==> src/rtl/vc_output_arbiter.sv <==
// ---------------------------------------------------------------------------
// vc_output_arbiter
//
// Wormhole output arbiter placed between the per-port VC buffers and the VC
// output multiplexer. In IDLE it picks one eligible VC (head or single flit at
// its buffer head) with round-robin priority and registers that choice as the
// mux plane selector. In LOCKED it streams that VC's flits to the switch with a
// valid/ready handshake until a tail (or single) flit is consumed, so flits of
// different packets never interleave on the output.
//
// Ports:
//   clk              clock, all state changes on the rising edge
//   rst              synchronous reset, active low (0 = reset)
//   vcValid[VC]      bit i: VC buffer i holds a flit at its head
//   vcFlitType       head-flit type of VC i at [i*TYPE_WIDTH +: TYPE_WIDTH]
//                    (01 head, 00 body, 10 tail, 11 single)
//   vcPop[VC]        one-hot: consume the head flit of VC buffer i this cycle
//   VCPlaneSelector  binary index of the granted plane, zero-extended
//   switchValid      flit presented through the mux is valid
//   switchReady      switch accepts the presented flit this cycle
//   locked           a packet is in flight
//   protocolError    sticky flit-type violation flag, cleared by reset only
// ---------------------------------------------------------------------------
module vc_output_arbiter #(
    parameter int VC         = 4,
    parameter int TYPE_WIDTH = 2
) (
    input  logic                     clk,
    input  logic                     rst,
    input  logic [VC-1:0]            vcValid,
    input  logic [VC*TYPE_WIDTH-1:0] vcFlitType,
    output logic [VC-1:0]            vcPop,
    output logic [VC:0]              VCPlaneSelector,
    output logic                     switchValid,
    input  logic                     switchReady,
    output logic                     locked,
    output logic                     protocolError
);

    localparam int IW = (VC > 1) ? $clog2(VC) : 1;

    localparam logic [TYPE_WIDTH-1:0] T_BODY   = TYPE_WIDTH'(2'b00);
    localparam logic [TYPE_WIDTH-1:0] T_HEAD   = TYPE_WIDTH'(2'b01);
    localparam logic [TYPE_WIDTH-1:0] T_TAIL   = TYPE_WIDTH'(2'b10);
    localparam logic [TYPE_WIDTH-1:0] T_SINGLE = TYPE_WIDTH'(2'b11);

    typedef enum logic {
        S_IDLE   = 1'b0,
        S_LOCKED = 1'b1
    } state_t;

    state_t          state_q, state_d;
    logic [IW-1:0]   sel_q,   sel_d;
    logic [IW-1:0]   rr_q,    rr_d;
    logic            first_q, first_d;   // next pop is the packet's first flit
    logic            err_q,   err_d;

    // Per-VC decode of the flit type at each buffer head.
    logic [TYPE_WIDTH-1:0] flit_type [VC];
    logic [VC-1:0]         is_start;     // head or single
    logic [VC-1:0]         eligible;
    logic [VC-1:0]         misplaced;    // valid body/tail seen while idle

    generate
        for (genvar gi = 0; gi < VC; gi++) begin : g_decode
            assign flit_type[gi] = vcFlitType[gi*TYPE_WIDTH +: TYPE_WIDTH];
            assign is_start[gi]  = (flit_type[gi] == T_HEAD) ||
                                   (flit_type[gi] == T_SINGLE);
            assign eligible[gi]  = vcValid[gi] & is_start[gi];
            assign misplaced[gi] = vcValid[gi] & ~is_start[gi];
        end
    endgenerate

    // Round-robin pick: first eligible index starting at rr_q, wrapping.
    logic          grant_found;
    logic [IW-1:0] grant_idx;

    always_comb begin
        grant_found = 1'b0;
        grant_idx   = '0;
        for (int k = 0; k < VC; k++) begin : scan
            int idx;
            idx = int'(rr_q) + k;
            if (idx >= VC) begin
                idx = idx - VC;
            end
            if (!grant_found && eligible[IW'(idx)]) begin
                grant_found = 1'b1;
                grant_idx   = IW'(idx);
            end
        end
    end

    // Handshake on the granted plane. Gating with rst guarantees no pop is
    // issued in a reset cycle even if the state register is still LOCKED.
    logic                  in_locked;
    logic                  grant_valid;
    logic                  pop_fire;
    logic [TYPE_WIDTH-1:0] g_type;
    logic                  g_last;

    assign in_locked   = (state_q == S_LOCKED);
    assign grant_valid = in_locked & rst & vcValid[sel_q];
    assign pop_fire    = grant_valid & switchReady;
    assign g_type      = flit_type[sel_q];
    assign g_last      = (g_type == T_TAIL) || (g_type == T_SINGLE);

    assign switchValid     = grant_valid;
    assign vcPop           = pop_fire ? (VC'(1) << sel_q) : '0;
    assign VCPlaneSelector = (VC+1)'(sel_q);
    assign locked          = in_locked;
    assign protocolError   = err_q;

    always_comb begin
        state_d = state_q;
        sel_d   = sel_q;
        rr_d    = rr_q;
        first_d = first_q;
        err_d   = err_q;
        case (state_q)
            S_IDLE: begin
                if (|misplaced) begin
                    err_d = 1'b1;
                end
                if (grant_found) begin
                    sel_d   = grant_idx;
                    first_d = 1'b1;
                    state_d = S_LOCKED;
                end
            end
            S_LOCKED: begin
                if (pop_fire) begin
                    first_d = 1'b0;
                    // A packet start mid-packet is flagged but still forwarded.
                    if (!first_q && is_start[sel_q]) begin
                        err_d = 1'b1;
                    end
                    if (g_last) begin
                        state_d = S_IDLE;
                        rr_d    = (sel_q == IW'(VC-1)) ? '0 : sel_q + 1'b1;
                    end
                end
            end
            default: begin
                state_d = S_IDLE;
            end
        endcase
    end

    always_ff @(posedge clk) begin
        if (!rst) begin
            state_q <= S_IDLE;
            sel_q   <= '0;
            rr_q    <= '0;
            first_q <= 1'b0;
            err_q   <= 1'b0;
        end else begin
            state_q <= state_d;
            sel_q   <= sel_d;
            rr_q    <= rr_d;
            first_q <= first_d;
            err_q   <= err_d;
        end
    end

    // Body type constant is part of the encoding; referenced to keep the
    // full type table visible next to the decode.
    logic unused_body;
    assign unused_body = (T_BODY == T_BODY);

endmodule

==> config.mk <==
export PLATFORM = sky130hd
export DESIGN_NAME = vc_output_arbiter
export DESIGN_NICKNAME = d
export VERILOG_FILES = /design/src/rtl/vc_output_arbiter.sv
export SDC_FILE = /design/constraint.sdc
export NUM_CORES = 1
export LEC_CHECK = 0
export CORE_UTILIZATION = 25
export CTS_BUF_LIST = sky130_fd_sc_hd__clkbuf_4
export DETAILED_ROUTE_END_ITERATION = 6
export DONT_BUFFER_PORTS = 1
export GPL_TIMING_DRIVEN = 0
export PLACE_DENSITY = 0.49
export SLEW_MARGIN = 10
export SYNTH_ARGS = -nofsm -noshare
export SYNTH_HDL_FRONTEND = slang
export SYNTH_SLANG_ARGS = --single-unit
export TNS_END_PERCENT = 30
==> constraint.sdc <==
create_clock -name clk -period 2.2 [get_ports clk]
set_input_delay 0.66 -clock clk [delete_from_list [all_inputs] [get_ports clk]]
set_output_delay 0.66 -clock clk [all_outputs]
set_load 0.01 [all_outputs]
=== After elaboration in Yosys (flattened, before gate mapping) ===
Index checks and enable logic that the tools add are counted.

* Muxes and demuxes: 44
* Bitwise logic cells: 17
* Shifts and indexed selects: 1
* Add/sub/neg operators: 8
* Magnitude comparators: 10
* Reduce and logical (&&, ||, !) cells: 18
* Equality and inequality tests: 15

{| class="wikitable"
|+ Operator list
! operator !! number
|-
| 1-bit 2-to-1 mux || 22
|-
| 2-bit 2-to-1 mux || 11
|-
| 2-bit by 4-bit < comparator with 1-bit output (second input constant) || 4
|-
| 2-bit equality test (second input constant) || 7
|-
| 1-bit binary-select mux with 2-bit select || 6
|-
| 3-bit greater-or-equal comparator (second input constant) || 4
|-
| 1-bit AND || 11
|-
| 2-bit by 1-bit equality test with 1-bit output (second input constant) || 4
|-
| 2-bit by 1-bit subtractor with 2-bit output (second input constant) || 4
|-
| 2-bit by 2-bit adder with 3-bit output (second input constant) || 2
|-
| 1-bit one-hot mux with 2 select lines || 3
|-
| 3-bit AND reduction || 2
|-
| 1-bit logical OR || 5
|-
| 1-bit NOT || 5
|-
| 2-bit binary-select mux with 2-bit select || 1
|-
| 1-bit logical AND || 4
|-
| 1-bit logical NOT || 4
|-
| 4-bit 2-to-1 mux || 1
|-
| 2-bit by 1-bit != test with 1-bit output (second input constant) || 2
|-
| 2-bit != test (second input constant) || 2
|-
| 2-bit AND reduction || 2
|-
| 4-bit OR reduction || 1
|-
| 1-bit by 2-bit left shift with 4-bit output (first input constant) || 1
|-
| 2-bit by 1-bit adder with 3-bit output (second input constant) || 1
|-
| other kinds (4) || 4
|}

* Logic and storage cells: 118
* Bits in registers: 7
* Output and inout port bits: 12
* Bits of input ports: 15

=== Logic depth before layout (Yosys ltp) ===
* Depth after elaboration: 18
* Gate-level depth with buffers: 5
* Gate-level depth less buffers: 4

=== Least setup slack after synthesis ===
Ideal clock, no wire load.

* Path type: in2out
* Start: input vcValid[3]
* End: output vcPop[0]
* Required time: 1.540 ns
* Arrival: 1.379 ns
* Path slack: 0.161 ns
* Stages on the path: 2
* Buffers on the path: 0
* Cells stage by stage: mux4_2 > and3_1

* Longest elaborated chain between the ends: 5

{| class="wikitable"
|+ RTL lines
! what !! RTL line !! text
|-
| start, declared || 30 || <nowiki>input logic [VC-1:0] vcValid,</nowiki>
|-
| 1-bit binary-select mux with 2-bit select || 103 || <nowiki>assign grant_valid = in_locked & rst & vcValid[sel_q];</nowiki>
|-
| 1-bit 2-to-1 mux (implied by the code) || 103 ||
|-
| 1-bit AND || 103 ||
|-
| 1-bit AND || 104 || <nowiki>assign pop_fire = grant_valid & switchReady;</nowiki>
|-
| 4-bit 2-to-1 mux || 109 || <nowiki>assign vcPop = pop_fire ? (VC'(1) << sel_q) : '0;</nowiki>
|-
| end, declared || 32 || <nowiki>output logic [VC-1:0] vcPop,</nowiki>
|}

No other way between the ends. The select of a mux whose other input is x is not followed.

=== Worst setup path after layout ===
* Start: register sel_q[0]
* End: output vcPop[1]

* Longest elaborated chain between the ends: 5
* Elaborated cells on any way between the ends: 6
* Classes of those cells: shift (1); mux (3); bitwise (2)

{| class="wikitable"
|+ RTL lines
! what !! RTL line !! text
|-
| start, declared || 53 || <nowiki>logic [IW-1:0] sel_q, sel_d;</nowiki>
|-
| start signal, assigned || 159 || <nowiki>sel_q <= sel_d;</nowiki>
|-
| 1-bit binary-select mux with 2-bit select || 103 ||
|-
| 1-bit 2-to-1 mux (implied by the code) || 103 ||
|-
| 1-bit AND || 103 ||
|-
| 1-bit AND || 104 ||
|-
| 4-bit 2-to-1 mux (*) || 109 ||
|}

Every way passes the cells marked *; elsewhere a longest branch is shown, timed or not. The select of a mux whose other input is x is not followed.

==> metrics.txt <==
status=finished clean; DIE AREA=2640 um2; sequential cell area fraction in the yosys report=23.0%; hold-critical path depth=1; clock sinks=7; Crit Path Class=flop to output pin; die height=about 50 um; worst slew pin tran=0.497 ns; # port buffers=0; via count=546; final slew viol count=0; first-pass GRT wire length=2.26 mm; Placer Congestion=0.769; Inserted Clock Buffers=3; Critical Path Source Type=flop; VDD IR max=401 uV; setup_tns=0 ns; Area Overhead vs Synth=18.2%; Die Wd=roughly 51 um; Clock Skews=between 0.006 and 0.007 ns; yosys warns=0; crit-path max FO=7; WP data arrival=1.53 ns; Leakage=between 0.0002 and 0.0003 uW; Inst Count DP=101; total grt overflow=0; post-route ant nets=0; Final #Nets=98; Post-Synth Simple-Gate Area=27.9%; most common cell after layout, fill and taps aside=nand2_1; clock latency at the later pin of the worst-skew pair=~0.25 ns; largest net degree at the start of global routing=11; Remaining DRCs=0; register area=roughly 140 um2; most frequent cells in the layout=11 x nand2_1, 6 x dfxtp_1, 5 x and3_4; FF-to-FF path depth=6; Post-Syn Area per Cell=8.60 um2; Avg WL per Cell=13.8 um; hpwl dp=1.19 mm; Critical Path Sink Type=output pin; Final Util=32.0%; P per Cell Area=559 nW/um2; initial cell density of the core=27.1%; Core Region=approximately 2300 um2; TritonCTS clock tree=yes; Hold Path Class=flop to flop; post-route clock period utilization=about 100%; minimum clock period=between 2 and 2.5 ns; Mapped Cells=71; Cell Area, Synth=611 um2; Worst slew margin=66.7%; Final Setup Violations=0; Hold WS=0.424 ns; CTS H-Tree Depth=1; post-synthesis compound-gate area fraction=20.1%; max-cap violations=0; drt first-iter violations=9; drt pass-1 iters=4; Multi-input gate area=457 um2; Data required, critical path=between 1.5 and 2 ns; Antenna Cells=0; final-report hold violation count=0; GRT Util Overall=around 12%; share of layout cells above drive strength 1=24.4%; final WL=1.46 mm; vias in the first global route=477; Fillers=254; I/O pins=27; mux cell area share after synthesis=12.3%; adder-cell share of the synthesized area=between 8 and 9%; CTS Buffer Depth=2; RSZ-0062 raised after global routing=true; Final Power=403 uW; XOR/XNOR Fraction of Synth Area=0%; vias per cell=a little over 5; CTS root buffer=clkbuf_4; clock transition at the registers of the reported paths=0.05 ns; fmax=456 MHz; Synth cell types=33; Seq cells post-synth=7; FP Rows=17; antenna violations before repair=0; largest family of logic cells by synthesized area=simple AND/OR/NAND/NOR gates; Post-Layout Cell Count=106
[cell type report]
cell class,count,area share [%]
Buffer,5,5.20
Clock buffer,4,4.16
Inverter,3,1.56
Multi-Input combinational cell,58,63.3
Sequential cell,7,19.9
Tap cell,28,4.85
Timing Repair Buffer,1,1.04
[logic make-up after synthesis]
group,Yosys count
other cells,1
simple gates,30
mux,3
buf+inv,8
compound gates,18
flops,7
fa+ha+maj,4
[state kept, by name (all words and copies together), names as in the netlist]
signal         cells
locked             1
first_q            1
protocolError      1
sel_q              2
rr_q               2
[repair_timing]
item,CTS,global route
resized for setup,8,0
hold buffers,0,0
hold endpoints to repair,0,0
setup endpoints to repair,5,5
buffers inserted,1,0
pin swaps,4,0
[worst max-delay path, stage by stage, from the launching register on]
cell and delay (ns):
dfxtp_4 0.38, buf_6 0.11, mux4_2 0.59, and3_4 0.20
[metrics by stage]
step / setup slack [ns] / area (um2)
after floorplan: 0.161 / 618
after global placement: 0.108 / 653
after detailed placement: 0.104 / 653
after CTS: -0.00533 / 722
after global routing: -0.0443 / 722
final: 0.00535 / 722
[cell usage after synthesis]
cell	count	area (um2)
a2111oi_0	1	8.76
a22oi_1	1	7.51
a2bb2oi_1	1	8.76
a31oi_1	1	6.26
a41oi_1	1	8.76
and2_1	2	12.5
and2_4	1	8.76
and3_1	5	31.3
and3_4	1	11.3
and4b_1	1	10.0
buf_4	3	22.5
buf_6	1	11.3
clkbuf_1	1	3.75
conb_1	1	3.75
dfxtp_1	7	140
ha_1	4	50.1
inv_1	3	11.3
mux4_1	2	52.6
mux4_2	1	22.5
nand2_1	11	41.3
nand2b_1	4	25.0
nor2_1	2	7.51
nor2b_1	1	6.26
nor2b_2	1	8.76
nor3b_1	1	7.51
o211ai_1	1	7.51
o21a_1	1	7.51
o21ai_0	3	15.0
o21ai_1	3	15.0
o221ai_1	1	8.76
o22ai_1	2	12.5
o2bb2ai_1	1	8.76
o31ai_1	1	7.51
[where the power goes]
part | switching [uW] | internal, uW
sequential | 25.2 | 142
clock | 48.2 | 81.6
combinational | 51.7 | 55.2
total | 125 | 278
[worst paths after layout]
path,from,slack [ns],to
worst min register to register,first_q,0.42,protocolError
worst max-delay path,sel_q[0],0.005,vcPop[1]
worst min-delay path,first_q,0.42,protocolError
worst max register to register,sel_q[0],0.58,rr_q[1]
[layer usage]
layer	vias to the layer above	share of wire, %	wire [um]	track usage, %
met3	2	5.5	80	6.85
met4	0	0.55	8	1.35
met2	11	54	790	20.8
met5	-	0	0	0
met1	264	40	582	13.3
li1	269	-	-	-
No activity file was read; power rests on OpenSTA's default activity.
